--- src/rtl/seq_div.sv ---
// seq_div: multi-cycle signed integer divider (non-restoring, one quotient bit
// per clock). Quotient truncates toward zero and the remainder takes the sign
// of the dividend. Result is packed {remainder, quotient} for HI/LO.
// Build option: DIV_SIGNED_EN -- when defined, operands are two's complement;
// when undefined, operands are unsigned and the sign handling is removed
// (FIX still runs the remainder correction so latency is identical).
module seq_div #(
   parameter int unsigned WIDTH = 32
) (
   input  logic               clk,
   input  logic               rst_n,
   input  logic               start,
   input  logic [WIDTH-1:0]   dividend,
   input  logic [WIDTH-1:0]   divisor,
   output logic               busy,
   output logic               done,
   output logic               div_by_zero,
   output logic [WIDTH-1:0]   quotient,
   output logic [WIDTH-1:0]   remainder,
   output logic [2*WIDTH-1:0] result
);

   localparam int unsigned CNT_W = $clog2(WIDTH + 1);

   typedef enum logic [1:0] {
      S_IDLE,
      S_CALC,
      S_FIX,
      S_DONE
   } state_t;

   state_t state, state_nxt;

   logic [WIDTH:0]     rem_q;     // partial remainder, one extra sign bit
   logic [WIDTH-1:0]   quo_q;     // dividend magnitude shifting out, quotient shifting in
   logic [WIDTH-1:0]   dvs_q;     // divisor magnitude
   logic [CNT_W-1:0]   cnt_q;
   logic               dbz_q;
`ifdef DIV_SIGNED_EN
   logic               sign_q;
   logic               sign_r;
`endif

   logic               accept;
   logic [WIDTH-1:0]   mag_dividend;
   logic [WIDTH-1:0]   mag_divisor;
   logic [WIDTH:0]     rem_sh;
   logic [WIDTH:0]     rem_step;
   logic [WIDTH-1:0]   rem_fix;
   logic [WIDTH-1:0]   q_out;
   logic [WIDTH-1:0]   r_out;

   // A start in the done cycle is ignored: state is already IDLE there,
   // so the done flag itself gates acceptance.
   assign accept = (state == S_IDLE) && start && !done;
   assign busy   = (state != S_IDLE);
   assign result = {remainder, quotient};

   // Operand magnitudes, sign step per iteration, and final correction.
   always_comb begin
`ifdef DIV_SIGNED_EN
      mag_dividend = dividend[WIDTH-1] ? -dividend : dividend;
      mag_divisor  = divisor[WIDTH-1]  ? -divisor  : divisor;
`else
      mag_dividend = dividend;
      mag_divisor  = divisor;
`endif
      // Intermediate shift may wrap for large unsigned divisors, but the
      // add/subtract result always lies in [-d, d) so it is exact mod 2^(W+1).
      rem_sh   = {rem_q[WIDTH-1:0], quo_q[WIDTH-1]};
      rem_step = rem_q[WIDTH] ? (rem_sh + {1'b0, dvs_q}) : (rem_sh - {1'b0, dvs_q});
      rem_fix  = rem_q[WIDTH] ? (rem_q[WIDTH-1:0] + dvs_q) : rem_q[WIDTH-1:0];
`ifdef DIV_SIGNED_EN
      q_out    = sign_q ? -quo_q   : quo_q;
      r_out    = sign_r ? -rem_fix : rem_fix;
`else
      q_out    = quo_q;
      r_out    = rem_fix;
`endif
   end

   // State register.
   always_ff @(posedge clk or negedge rst_n) begin
      if (!rst_n) state <= S_IDLE;
      else        state <= state_nxt;
   end

   // Next-state logic.
   always_comb begin
      state_nxt = state;
      case (state)
         S_IDLE: if (accept) state_nxt = (divisor == '0) ? S_DONE : S_CALC;
         S_CALC: if (cnt_q == CNT_W'(1)) state_nxt = S_FIX;
         S_FIX:  state_nxt = S_DONE;
         S_DONE: state_nxt = S_IDLE;
         default: state_nxt = S_IDLE;
      endcase
   end

   // Working datapath: operand latch, iteration, sign/remainder correction.
   always_ff @(posedge clk or negedge rst_n) begin
      if (!rst_n) begin
         rem_q  <= '0;
         quo_q  <= '0;
         dvs_q  <= '0;
         cnt_q  <= '0;
         dbz_q  <= 1'b0;
`ifdef DIV_SIGNED_EN
         sign_q <= 1'b0;
         sign_r <= 1'b0;
`endif
      end else begin
         case (state)
            S_IDLE: begin
               if (accept) begin
                  dvs_q <= mag_divisor;
                  cnt_q <= CNT_W'(WIDTH);
`ifdef DIV_SIGNED_EN
                  sign_q <= dividend[WIDTH-1] ^ divisor[WIDTH-1];
                  sign_r <= dividend[WIDTH-1];
`endif
                  if (divisor == '0) begin
                     quo_q <= '1;
                     rem_q <= {dividend[WIDTH-1], dividend};
                     dbz_q <= 1'b1;
                  end else begin
                     quo_q <= mag_dividend;
                     rem_q <= '0;
                     dbz_q <= 1'b0;
                  end
               end
            end
            S_CALC: begin
               rem_q <= rem_step;
               quo_q <= {quo_q[WIDTH-2:0], ~rem_step[WIDTH]};
               cnt_q <= cnt_q - CNT_W'(1);
            end
            S_FIX: begin
               quo_q <= q_out;
               rem_q <= {1'b0, r_out};
            end
            default: ;
         endcase
      end
   end

   // Result registers: updated only in DONE, held otherwise.
   always_ff @(posedge clk or negedge rst_n) begin
      if (!rst_n) begin
         done        <= 1'b0;
         div_by_zero <= 1'b0;
         quotient    <= '0;
         remainder   <= '0;
      end else begin
         done <= 1'b0;
         if (state == S_DONE) begin
            done        <= 1'b1;
            div_by_zero <= dbz_q;
            quotient    <= quo_q;
            remainder   <= rem_q[WIDTH-1:0];
         end
      end
   end

endmodule

--- config.mk ---
export PLATFORM = sky130hd
export DESIGN_NAME = seq_div
export DESIGN_NICKNAME = d
export VERILOG_FILES = /design/src/rtl/seq_div.sv
export SDC_FILE = /design/constraint.sdc
export NUM_CORES = 1
export LEC_CHECK = 0
export BUFFER_PORTS_ARGS = -buffer_cell sky130_fd_sc_hd__buf_2
export CORE_ASPECT_RATIO = 0.9
export CORE_MARGIN = 3
export CORE_UTILIZATION = 32
export CTS_BUF_LIST = sky130_fd_sc_hd__clkbuf_4 sky130_fd_sc_hd__clkbuf_8
export CTS_CLUSTER_SIZE = 20
export DETAILED_ROUTE_END_ITERATION = 8
export GPL_TIMING_DRIVEN = 0
export REMOVE_ABC_BUFFERS = 1
export SKIP_CTS_REPAIR_TIMING = 1
export SYNTH_ARGS = -nofsm -noshare
export SYNTH_HDL_FRONTEND = slang
export SYNTH_SLANG_ARGS = --single-unit
--- constraint.sdc ---
create_clock -name clk -period 11.05 [get_ports clk]
set_input_delay 1.6575 -clock clk [delete_from_list [all_inputs] [get_ports clk]]
set_output_delay 1.6575 -clock clk [all_outputs]
set_load 0.005 [all_outputs]
==> results.rst <==
.. list-table::
   :header-rows: 1

   * - Metric
     - Value
   * - Overall die area
     - 39400 sq um
   * - Vias in the first global route
     - 9401
   * - Nets@finish
     - 1522
   * - Classification of the worst setup path
     - reg2reg
   * - Area share of the largest cell type after synthesis
     - 36.3%
   * - R2R Path End
     - rem_q[32]
   * - Max-capacitance violation count
     - 0
   * - Setup repair after global routing missed its margin
     - no
   * - Worst voltage drop across the vdd grid
     - 160 uV
   * - Hold Crit Depth
     - 2
   * - Global-route congestion overflow total
     - 0
   * - Smallest setup slack after layout
     - 6.04 ns
   * - Share of the clock period used by the worst path after layout
     - 45.3%
   * - Post-Route WL
     - 36200 um
   * - Depth of the most critical reg-to-reg path
     - 16
   * - Clk sink count
     - 172
   * - Arrival time worst endpoint
     - 5.41 ns
   * - Async set or reset register ratio after synthesis
     - 100%
   * - Summed instance area of the synthesized netlist
     - 11900 sq um
   * - Startpoint of the worst register-to-register path
     - dvs_q[11]
   * - Number of endpoints with negative hold slack in the final report
     - 0
   * - Number of H-tree branching levels
     - 4
   * - Max Freq
     - 0.200 GHz
   * - Starting density of the core
     - 32.7%
   * - Origin of the worst min-delay path
     - q_out[5]
   * - Number of buffers on the longest clock path
     - 2
   * - Run status
     - finished clean
   * - Global-route wire length before repair
     - 55300 um
   * - Routed wire length per instance
     - 19.4 um
   * - Antenna violations before repair
     - 3
   * - Worst Hold End
     - q_out[5]
   * - Path type of the worst min-delay path
     - reg2reg
   * - Clock period minus worst slack
     - 5.01 ns
   * - Register area
     - 4300 sq um
   * - Post-synthesis sequential element count
     - 172
   * - DRC errors left
     - 0
   * - Ports
     - 198
   * - Area inside the core boundary
     - 36300 sq um
   * - Number of setup violations in the final report
     - 0
   * - Count of antenna-violating nets left after detailed routing
     - 0
   * - Yosys cell types
     - 70
   * - Number of fill cells
     - 3749
   * - Row cnt
     - 66
   * - Area taken by multi-input logic gates
     - 6800 sq um
   * - Sequential-to-total area share from yosys stat
     - 36.3%
   * - Number of port buffers
     - 197
   * - Biggest area contributors in the synthesized netlist
     - sky130_fd_sc_hd__dfrtp_1 (36%), sky130_fd_sc_hd__mux2_2 (9.4%), sky130_fd_sc_hd__ha_1 (8.0%)
   * - Die height
     - 189 um
   * - Dominant register cell in the synthesized netlist
     - sky130_fd_sc_hd__dfrtp_1
   * - Setup slack on the worst flop-to-flop path
     - 6.04 ns
   * - Max transition margin
     - 6.66%
   * - Most common library cells after synthesis
     - sky130_fd_sc_hd__dfrtp_1 (172), sky130_fd_sc_hd__o21ai_0 (118), sky130_fd_sc_hd__mux2_2 (99)
   * - Critical path launch point type
     - flip-flop
   * - First drt pass iteration count
     - 5
   * - Inserted Clock Buffers
     - 17
   * - CP Max Fanout
     - 6
   * - DRC violation total after the first TritonRoute iteration
     - 760
   * - Mean instance size in the synthesized netlist
     - 9.29 sq um
   * - Cell with the most instances after synthesis
     - sky130_fd_sc_hd__dfrtp_1
   * - Root buffer cell
     - sky130_fd_sc_hd__clkbuf_8
   * - Relative area change from synthesis to final layout
     - 12.9%
   * - Worst-path clk slew
     - 0.10 ns
   * - Ratio of cells with drive above 1 in the final layout
     - 26.0%
   * - Maximum number of pins on one net before global-route repair
     - 94
   * - Post-synth top area cell
     - sky130_fd_sc_hd__dfrtp_1
   * - Leakage power total
     - 0.00624 uW
   * - Clock latency reported for the late side of the worst-skew pair
     - 0.50 ns
   * - Post-route clock skew
     - 0.0163 ns
   * - Post-synth EDFFs
     - 0
   * - Final count of pins violating max slew
     - 0
   * - Width of the die
     - 209 um
   * - Total power divided by cell area
     - 367 nW/um^2
   * - Data required time at the worst endpoint
     - 11.45 ns
   * - DR vias/cell
     - 5.39
   * - Gate count of the mapped netlist
     - 1277
   * - Global placer's final weighted congestion
     - 0.883
   * - Via count
     - 10056
   * - Pre-CTS worst setup slack
     - 6.13 ns
   * - Synthesis Warnings
     - 0
   * - Setup_tns
     - 0 ns
   * - Worst-case hold slack
     - 0.508 ns
   * - Detail Placement HPWL
     - 27100 um
   * - Tot GR Track Use
     - 17.9%
   * - Clock tree from TritonCTS
     - built
   * - Critical Path Sink Type
     - flip-flop
   * - Worst Tran Pin Value
     - 1.40 ns
## kinds of logic (layout without fill, tap and decap cells)
family                     Yosys count  count (layout)  share of synthesized area, %
other                                0               1                             0
adders and majority gates           78              78                          8.35
buffers and inverters              153             266                          6.94
DFF                                172             172                          36.3
and+or+nand+nor                    319             319                          13.2
xor gates and xnor gates            90              90                          6.64
AOI/OAI and AO/OA                  364             364                          19.0
muxes                              101             101                          9.56
## critical path, stage by stage (launching register included)
cell,delay (ns)
sky130_fd_sc_hd__dfrtp_1,0.50
sky130_fd_sc_hd__nor4_1,0.42
sky130_fd_sc_hd__nand2b_1,0.19
sky130_fd_sc_hd__or3_1,0.43
sky130_fd_sc_hd__nor2_1,0.22
sky130_fd_sc_hd__a31oi_1,0.27
sky130_fd_sc_hd__xor2_1,0.24
sky130_fd_sc_hd__ha_1,0.46
sky130_fd_sc_hd__nand4_1,0.15
sky130_fd_sc_hd__a211o_1,0.25
sky130_fd_sc_hd__or3_1,0.41
sky130_fd_sc_hd__a311oi_2,0.39
sky130_fd_sc_hd__nor2_2,0.12
sky130_fd_sc_hd__a2111oi_2,0.37
sky130_fd_sc_hd__o41ai_2,0.15
sky130_fd_sc_hd__xnor2_1,0.16
sky130_fd_sc_hd__o41ai_2,0.21
## metal layers
| metal | wire length [um] | up-vias | global-route usage, % |
|---|---|---|---|
| met5 | 31 | - | 0 |
| met4 | 610 | 4 | 4.38 |
| met3 | 2680 | 53 | 4.08 |
| met2 | 15700 | 382 | 27.1 |
| met1 | 17100 | 4840 | 25.9 |
| li1 | - | 4777 | - |
## power breakdown
part | total, uW | switching (uW) | internal [uW] | leakage (uW)
clock network | 471 | 298 | 173 | 0.000198
logic | 3190 | 1790 | 1400 | 0.00390
registers | 1250 | 328 | 927 | 0.00214
total | 4920 | 2410 | 2500 | 0.00624
## registers in the layout, indices dropped and copies added, names as in the netlist
name,count
rem_q,33
state,2
q_out,32
done,1
remainder,32
dvs_q,32
dbz_q,1
quotient,32
cnt_q,6
div_by_zero,1
## worst max path at each step
stage                   start   endpoint  slack, ns  cells after the start
floorplan               start   cnt_q[5]       4.60                      5
global placement        start  q_out[12]       1.68                      4
detailed placement  dvs_q[11]  rem_q[32]       6.13                     16
CTS                 dvs_q[11]  rem_q[32]       6.09                     16
global route        dvs_q[11]  rem_q[32]       5.81                     16
finish              dvs_q[11]  rem_q[32]       6.04                     16
## per-stage QoR
stage / cell area (sq um) / power (uW) / instances / utilization, %
final: 13400 / 4920 / 1867 / 36.9
after global routing: 13400 / 5340 / 1867 / 36.9
after CTS: 13400 / 4920 / 1866 / 36.9
after detailed placement: 13000 / 4430 / 1834 / 35.8
after global placement: 12700 / 4330 / 1824 / 35.0
after floorplan: 11100 / 3390 / 1151 / -
## cell type report
type                       instances  area share (%)
inverter                          27           0.756
tap                              476            4.45
timing repair buffer             207            8.91
antenna                            1          0.0187
multi-input combinational        952            50.7
sequential                       172            32.1
clock inverter                    15            1.28
clock buffer                      17            1.75
## layout by cell type, fill, tap and decap left out, types with 6 or more instances in the layout
cell / synthesis / routed
sky130_fd_sc_hd__o22ai_1: 7 / 7
sky130_fd_sc_hd__nor2b_1: 6 / 6
sky130_fd_sc_hd__xnor2_1: 43 / 43
sky130_fd_sc_hd__a21o_1: 36 / 36
sky130_fd_sc_hd__mux2_2: 99 / 99
sky130_fd_sc_hd__nor3_1: 24 / 23
sky130_fd_sc_hd__nor2_1: 79 / 78
sky130_fd_sc_hd__o21ai_0: 118 / 117
sky130_fd_sc_hd__a31oi_1: 15 / 15
sky130_fd_sc_hd__a211oi_1: 7 / 7
sky130_fd_sc_hd__dfrtp_1: 172 / 172
sky130_fd_sc_hd__a21oi_1: 98 / 98
sky130_fd_sc_hd__nand2_1: 89 / 89
sky130_fd_sc_hd__ha_1: 76 / 74
sky130_fd_sc_hd__o21bai_1: 11 / 11
sky130_fd_sc_hd__or3_1: 38 / 38
sky130_fd_sc_hd__nand4_1: 11 / 11
sky130_fd_sc_hd__and3_1: 13 / 13
sky130_fd_sc_hd__o31ai_1: 8 / 8
sky130_fd_sc_hd__xor2_1: 47 / 47
sky130_fd_sc_hd__inv_1: 27 / 26
sky130_fd_sc_hd__nand3_1: 10 / 10
sky130_fd_sc_hd__nor4_1: 17 / 17
sky130_fd_sc_hd__clkbuf_8: 0 / 17
sky130_fd_sc_hd__a22oi_1: 10 / 10
sky130_fd_sc_hd__buf_2: 1 / 197
sky130_fd_sc_hd__nand2b_1: 9 / 9
sky130_fd_sc_hd__a221oi_1: 10 / 10
Note: power is estimated with default switching activity, not from simulation.
